File: src/rtl/cam_i2c_byte_master.sv
// Serialises (reg addr, data hi, data lo) byte triplets from a valid/ready stream onto the
// image-sensor I2C bus as one write transaction each, driving open-drain SCL/SDA enables.
module cam_i2c_byte_master #(
   parameter int unsigned CLK_DIV  = 125,
   parameter logic [6:0]  DEV_ADDR = 7'h5D
) (
   input  logic       sysClk,
   input  logic       rst,
   input  logic [7:0] byte_in,
   input  logic       byte_valid,
   input  logic       last_byte,
   output logic       ready_for_next_byte,
   output logic       scl_oe,
   output logic       sda_oe,
   input  logic       sda_in,
   output logic       busy,
   output logic       nack_err
);

   localparam int unsigned CNT_W = 10;

   typedef enum logic [2:0] {
      S_IDLE, S_START, S_SEND, S_ACK, S_GET_BYTE, S_STOP, S_DRAIN
   } state_t;

   state_t           state;
   logic [CNT_W-1:0] qcnt;
   logic [1:0]       quarter;
   logic [2:0]       bit_idx;
   logic [1:0]       byte_idx;
   logic [7:0]       shreg;
   logic [7:0]       data_q;
   logic             addr_phase;
   logic             last_q;
   logic             nack_q;
   logic [1:0]       sda_sync;
   logic             tick_c;
   logic             xfer_c;
   logic             waiting_c;

   assign tick_c    = (qcnt == CNT_W'(CLK_DIV - 1));
   assign xfer_c    = byte_valid && ready_for_next_byte;
   assign waiting_c = (state == S_IDLE) || (state == S_GET_BYTE) || (state == S_DRAIN);

   // Quarter-period divider, parked at zero while waiting for the stream
   always_ff @(posedge sysClk or posedge rst) begin
      if (rst)
         qcnt <= '0;
      else if (waiting_c || tick_c)
         qcnt <= '0;
      else
         qcnt <= qcnt + CNT_W'(1);
   end

   always_ff @(posedge sysClk or posedge rst) begin
      if (rst)
         sda_sync <= 2'b11;
      else
         sda_sync <= {sda_sync[0], sda_in};
   end

   always_ff @(posedge sysClk or posedge rst) begin
      if (rst) begin
         state               <= S_IDLE;
         quarter             <= 2'd0;
         bit_idx             <= 3'd0;
         byte_idx            <= 2'd0;
         shreg               <= 8'd0;
         data_q              <= 8'd0;
         addr_phase          <= 1'b0;
         last_q              <= 1'b0;
         nack_q              <= 1'b0;
         scl_oe              <= 1'b0;
         sda_oe              <= 1'b0;
         ready_for_next_byte <= 1'b0;
         busy                <= 1'b0;
         nack_err            <= 1'b0;
      end else begin
         case (state)
            S_IDLE: begin
               scl_oe <= 1'b0;
               sda_oe <= 1'b0;
               if (xfer_c) begin
                  data_q              <= byte_in;
                  byte_idx            <= 2'd1;
                  last_q              <= 1'b0;
                  nack_err            <= 1'b0;
                  quarter             <= 2'd0;
                  ready_for_next_byte <= 1'b0;
                  busy                <= 1'b1;
                  state               <= S_START;
               end else begin
                  ready_for_next_byte <= 1'b1;
                  busy                <= 1'b0;
               end
            end

            // Bus released for one quarter, SDA falls with SCL high, then SCL is pulled low
            S_START: if (tick_c) begin
               quarter <= quarter + 2'd1;
               if (quarter == 2'd0) sda_oe <= 1'b1;
               if (quarter == 2'd1) scl_oe <= 1'b1;
               if (quarter == 2'd2) begin
                  shreg      <= {DEV_ADDR, 1'b0};
                  addr_phase <= 1'b1;
                  bit_idx    <= 3'd0;
                  quarter    <= 2'd0;
                  state      <= S_SEND;
               end
            end

            S_SEND: if (tick_c) begin
               quarter <= quarter + 2'd1;
               if (quarter == 2'd0) sda_oe <= ~shreg[7];
               if (quarter == 2'd1) scl_oe <= 1'b0;
               if (quarter == 2'd3) begin
                  scl_oe  <= 1'b1;
                  shreg   <= {shreg[6:0], 1'b0};
                  bit_idx <= bit_idx + 3'd1;
                  if (bit_idx == 3'd7) state <= S_ACK;
               end
            end

            S_ACK: if (tick_c) begin
               quarter <= quarter + 2'd1;
               if (quarter == 2'd0) sda_oe <= 1'b0;
               if (quarter == 2'd1) scl_oe <= 1'b0;
               if (quarter == 2'd2) nack_q <= sda_sync[1];
               if (quarter == 2'd3) begin
                  scl_oe <= 1'b1;
                  if (nack_q) begin
                     nack_err <= 1'b1;
                     state    <= S_STOP;
                  end else if (addr_phase) begin
                     addr_phase <= 1'b0;
                     shreg      <= data_q;
                     state      <= S_SEND;
                  end else if (byte_idx == 2'd3) begin
                     state <= S_STOP;
                  end else begin
                     ready_for_next_byte <= 1'b1;
                     state               <= S_GET_BYTE;
                  end
               end
            end

            // SCL stays where it was left; byte_idx 0 means the next byte opens a new triplet
            S_GET_BYTE: begin
               if (xfer_c) begin
                  ready_for_next_byte <= 1'b0;
                  quarter             <= 2'd0;
                  if (byte_idx == 2'd0) begin
                     data_q   <= byte_in;
                     byte_idx <= 2'd1;
                     state    <= S_START;
                  end else begin
                     shreg    <= byte_in;
                     bit_idx  <= 3'd0;
                     byte_idx <= byte_idx + 2'd1;
                     if (byte_idx == 2'd2) last_q <= last_byte;
                     state    <= S_SEND;
                  end
               end else begin
                  ready_for_next_byte <= 1'b1;
               end
            end

            S_STOP: if (tick_c) begin
               quarter <= quarter + 2'd1;
               if (quarter == 2'd0) sda_oe <= 1'b1;
               if (quarter == 2'd1) scl_oe <= 1'b0;
               if (quarter == 2'd2) sda_oe <= 1'b0;
               if (quarter == 2'd3) begin
                  ready_for_next_byte <= 1'b1;
                  if (last_q) begin
                     busy  <= 1'b0;
                     state <= S_IDLE;
                  end else if (nack_q) begin
                     state <= S_DRAIN;
                  end else begin
                     byte_idx <= 2'd0;
                     state    <= S_GET_BYTE;
                  end
               end
            end

            // After a NACK the rest of the burst is swallowed without touching the bus
            S_DRAIN: begin
               ready_for_next_byte <= 1'b1;
               if (xfer_c && last_byte) begin
                  busy  <= 1'b0;
                  state <= S_IDLE;
               end
            end

            default: state <= S_IDLE;
         endcase
      end
   end

endmodule
File: config.mk
export PLATFORM = sky130hd
export DESIGN_NAME = cam_i2c_byte_master
export DESIGN_NICKNAME = d
export VERILOG_FILES = /design/src/rtl/cam_i2c_byte_master.sv
export SDC_FILE = /design/constraint.sdc
export NUM_CORES = 1
export LEC_CHECK = 0
export ABC_AREA = 1
export CORE_UTILIZATION = 45
export CTS_BUF_LIST = sky130_fd_sc_hd__clkbuf_16
export CTS_CLUSTER_DIAMETER = 50
export CTS_CLUSTER_SIZE = 40
export DETAILED_ROUTE_END_ITERATION = 12
export DONT_BUFFER_PORTS = 1
export PLACE_DENSITY = 0.74
export SLEW_MARGIN = 5
export SYNTH_ARGS = -nofsm -noshare
export SYNTH_HDL_FRONTEND = slang
export SYNTH_SLANG_ARGS = --single-unit
File: constraint.sdc
create_clock -name sysClk -period 1.55 [get_ports sysClk]
set_input_delay 0.0775 -clock sysClk [delete_from_list [all_inputs] [get_ports sysClk]]
set_output_delay 0.0775 -clock sysClk [all_outputs]
set_load 0.1 [all_outputs]
# == Word-level counts from Yosys, hierarchy flattened ==
# Index checks and enable logic that the tools add are counted.
# totals
ff_bits,46
input_bits,13
output_inout_bits,5
elab_cells,200
# op_classes
addsub,4
n_eq_ne,42
n_mux,101
n_bitwise,1
n_reduce_logical,36
# op_table
op,count
8-bit 2-to-1 mux,13
3-bit 2-to-1 mux,21
2-bit != test (second input constant),23
1-bit 2-to-1 mux,40
8-bit case mux with 4 select lines,1
2-bit 2-to-1 mux,13
3-bit case mux with 7 select lines,1
7-bit AND reduction,3
5-bit AND reduction,4
8-bit case mux with 2 select lines,1
3-bit == test (second input constant),4
2-bit by 1-bit != test with 1-bit output (second input constant),6
2-bit case mux with 3 select lines,2
12-bit AND reduction,1
3-bit nonzero test,4
4-bit nonzero test,3
11-bit AND reduction,1
10-bit by 1-bit adder with 10-bit output (second input constant),1
10-bit by 7-bit == test with 1-bit output (second input constant),1
10-bit 2-to-1 mux,1
3-bit case mux with 3 select lines,1
2-bit == test (second input constant),4
1-bit case mux with 4 select lines,2
4-bit AND reduction,2
other kinds (20),31

# == Longest topological paths before layout ==
# logic_depth
depth_word,7
depth_mapped,11
mapped_depth_nobuf,11

# == Worst setup path before layout ==
# No wires, ideal clock.
# synth_timing
kind,register to register
startpoint,register ready_for_next_byte
endpoint,register shreg[0]
setup_time_ps,66
arrival_ps,1887
t_required_ps,1484
path_slack_ps,-403
path_stages_with_launch,9
period_less_slack_ps,1953
cell_sequence,dfrtp_1 > nand2_1 > inv_1 > a21oi_1 > nor2_4 > nand2_2 > nor2_4 > nand3_1 > nand2_1
# synth_between
elab_chain_cells,3
# synth_rtl
item,line,text
start: declaration,12,"output logic ready_for_next_byte,"
start signal: assignment,75,ready_for_next_byte <= 1'b0;
start signal: assignment,89,ready_for_next_byte <= 1'b0;
start signal: assignment,93,ready_for_next_byte <= 1'b1;
1-bit logical AND,42,assign xfer_c = byte_valid && ready_for_next_byte;
2-bit != test (no source line),n/a,
11-bit AND reduction (no source line),n/a,
end signal: assignment,104,"shreg <= {DEV_ADDR, 1'b0};"
end signal: assignment,118,"shreg <= {shreg[6:0], 1'b0};"
end signal: assignment,136,shreg <= data_q;
end: declaration,31,logic [7:0] shreg;
# Every way passes these cells.
# A chain may end at the register's enable or synchronous reset.

# == Worst setup path after layout ==
# layout_timing
startpoint,register state[1]
endpoint,register shreg[3]
# layout_between
elab_chain_cells,3
# layout_rtl
item,line,text
start: declaration,26,state_t state;
start signal: assignment,64,state <= S_IDLE;
start signal: assignment,91,state <= S_START;
start signal: assignment,108,state <= S_SEND;
"3-bit == test, or another cell as far along",79,case (state)
4-bit nonzero test (no source line) or 2-bit != test (tied branches),n/a,
11-bit AND reduction (no source line),n/a,
# Several ways; a longest one is shown, not always the timed one.

==> out/qor.yml <==
logic_synthesis:
  syn_avg_cell_area_um2: 7.963
  synth_top_area_share_pct: 38.73
  yosysTopAreaCell: "dfrtp_1"
  synth_warnings: 0
  synthFlopType: "dfrtp_1"
  synthArstFlopShare_pct: 100.0
  synth_edf_count: 0
  synthTopCellsByArea: "dfrtp_1 (39%), nand2_1 (13%), ha_1 (4.8%), inv_1 (4.8%), nand3_1 (4.6%)"
  ys_seq_elements: 46
  syn_inst: 357
  synth-seq-area-share_pct: 40.58
  syn_area_um2: 2843
  synth_nets: 381
  yosysUniqueCellTypes: 40
sta:
  finalSetupViolCount: 30
  tightest_slew_ns: 0.4692
  rsz0062_at_grt: "yes"
  max_freq_mhz: 606.3
  min_period_over_period_pct: 106.4
  clock_skew_ns: 0.005278
  fin_crit_ns: 1.649
  timing.final.ws_setup_ns: -0.09942
  maxSlewViolCount: 0
  final.setup.tns_ns: -1.521
  hold_violations: 0
  slew_headroom_pct: 68.68
routing:
  wl_met3_um: 532
  met2WireLength_um: 3772
  antenna_left: 0
  firstDrtPassIters: 7
  drt_wl_total_um: 7830
  dr.max_layer_used: "met4"
  wl_per_cell_um: 15.60
  num_vias: 2813
  via_per_inst: 5.604
  drtIter0Drc: 276
  wl_met1_um: 3335
  drc: 0
critical_path:
  crit_type: "reg -> reg"
  r2r_setup_slack_ns: -0.1
  worst_r2r_startpoint: "state[1]"
  reg2reg_depth: 9
  cp_max_fo: 8
  cp.required_ns: 1.73
  end_kind: "flip-flop"
  start_kind: "flip-flop"
  rr_endpoint: "shreg[3]"
  crit_arrival_ns: 1.83
cts:
  clkSlewWorstSetupHoldPaths_ns: 0.06
  cts.sinks: 46
  clockBufferDepth: 2
  htree_num_levels: 2
  worstSkewPairLatency_ns: 0.29
  cts_made_buffers: 5
  root_buffer: "clkbuf_16"
  cts_tree: "done"
cells_and_area:
  num_antenna_cells: 0
  fin_cells: 502
  syn2layout_area_growth_pct: 34.46
  nets: 450
  final_util_pct: 63.81
  postLayoutCellArea_um2: 3822
  layout_common_cells: "nand2_1 (90), buf_4 (50), dfrtp_1 (41)"
  layout_commonest_cell: "nand2_1"
  layout-drive-gt1-share_pct: 34.43
power:
  power_density_nw_per_um2: 2182
  p_leak_nw: 1.863
  seqPwrFrac_pct: 23.3
  p_switching_mw: 3.950
  p_clk_share_pct: 14.6
  ir_drop_mv: 1.096
  p_sw_share_pct: 47.35
  intPower_mw: 4.392
  combPwrFrac_pct: 62.1
placement:
  gp_congestion: 0.9086
  dpl.cell_count: 467
  port_buffers: 0
  dp_hpwl_um: 4971
  place_area_um2: 3219
global_routing:
  grtUsageTotal_pct: 23.81
  grt_pass1_wl_um: 11830
  grt-ovfl-total: 0
  antenna_found_initial: 0
  grt_pass1_vias: 2521
  grt_max_degree: 27
floorplanning:
  start_util_pct: 47.45
  boundaryPins: 18
  core-area_um2: 5991
  rows: 28
  die_area_um2: 6639
  dieWidth_um: 81.48
  die_h_um: 81.48
outcome:
  violations: "negative setup slack"
  status: "finished, violations left"
flow_run:
  drv_cap: 0
hold_path:
  hold_path.class: "in -> reg"
  worstHoldPathCells: 2
  holdPathEnd: "data_q[6]"
  hp-start: "byte_in[6]"
## critical path: stages (launching register included)
cell     delay (ns)
dfrtp_2        0.44
nor2_4         0.21
nand2_4        0.10
a21oi_1        0.29
nor2_4         0.08
nand2_4        0.09
nor2_4         0.05
buf_12         0.15
nand3_2        0.08
nand2_1        0.06
## per-layer routing
metal | vias up | track usage, %
met4 | 0 | 10.18
met2 | 135 | 37.42
met1 | 1348 | 31.87
met5 | - | 0
met3 | 19 | 4.667
li1 | 1311 | -
## sequential cells by signal, indices dropped and copies added, names as in the netlist
signal               flops
qcnt                    10
data_q                   8
shreg                    8
bit_idx                  3
state                    3
byte_idx                 2
quarter                  2
sda_sync                 2
addr_phase               1
busy                     1
last_q                   1
nack_err                 1
nack_q                   1
ready_for_next_byte      1
scl_oe                   1
sda_oe                   1
## power by group through the flow
stage                     sequential [mW]  clock, mW  combinational, mW
final                                1.94       1.22               5.18
after global routing                 1.99       1.27               5.59
after CTS                            1.93       1.23               4.35
after detailed placement             1.94          0               4.11
after global placement               1.93          0               4.01
after floorplan                      2.25          0               2.64
## logic make-up after synthesis
group / Yosys count / share of synthesized area, %
AO/OA/AOI/OAI: 52 / 10.78
XOR/XNOR: 1 / 0.3082
adder cells (fa/ha/maj): 11 / 4.841
buffers and inverters: 49 / 7.482
flip-flops: 46 / 40.58
multiplexers: 5 / 1.980
AND/OR/NAND/NOR: 193 / 34.02
## final cells by class
cell class | instances | area, um^2
inverter | 43 | 166.4
clock inverter | 3 | 41.29
timing repair buffer | 67 | 571.8
multi-input combinational | 263 | 1664
sequential | 46 | 1160
tap | 75 | 93.84
fill | 434 | 2168
clock buffer | 5 | 125.1
## worst max-delay path by stage
stage,from,slack [ns],depth (start not counted),endpoint
3_3_place_gp,qcnt[0],-0.009,11,shreg[4]
2_1_floorplan,qcnt[0],-0.03,9,shreg[0]
5_1_grt,qcnt[0],-0.19,10,nack_q
6_report,state[1],-0.1,9,shreg[3]
3_5_place_dp,qcnt[1],-0.10,11,shreg[6]
4_1_cts,qcnt[1],-0.07,9,nack_q
## repair_timing
action,in CTS,in global routing
pin swaps,10,27
hold endpoints to repair,27,0
cloned,1,1
endpoints found under the setup margin,27,40
setup buffers,3,12
resized for setup,22,39
hold buffers,10,0
## synth_stat cells (4+ instances only)
library cell  count
a21oi_1           6
dfrtp_1          44
ha_1             11
inv_1            36
inv_2             5
mux2_2            5
nand2_1         102
nand3_1          26
nand3_2           4
nand4_1           9
nor2_1           20
nor2_4            5
nor3_1            8
o211ai_1          5
o21ai_0          26
o21ai_1           5
## stage by stage
step / power (mW) / hold WS [ns] / setup WS, ns
after floorplan: 4.893 / 0.08198 / -0.02676
after global placement: 5.937 / -0.01041 / -0.009341
after detailed placement: 6.051 / 0.002680 / -0.1038
after CTS: 7.500 / 0.004278 / -0.07128
after global routing: 8.853 / 0.01166 / -0.1945
final: 8.342 / 0.01325 / -0.09942
(Power assumes the default switching activity.)
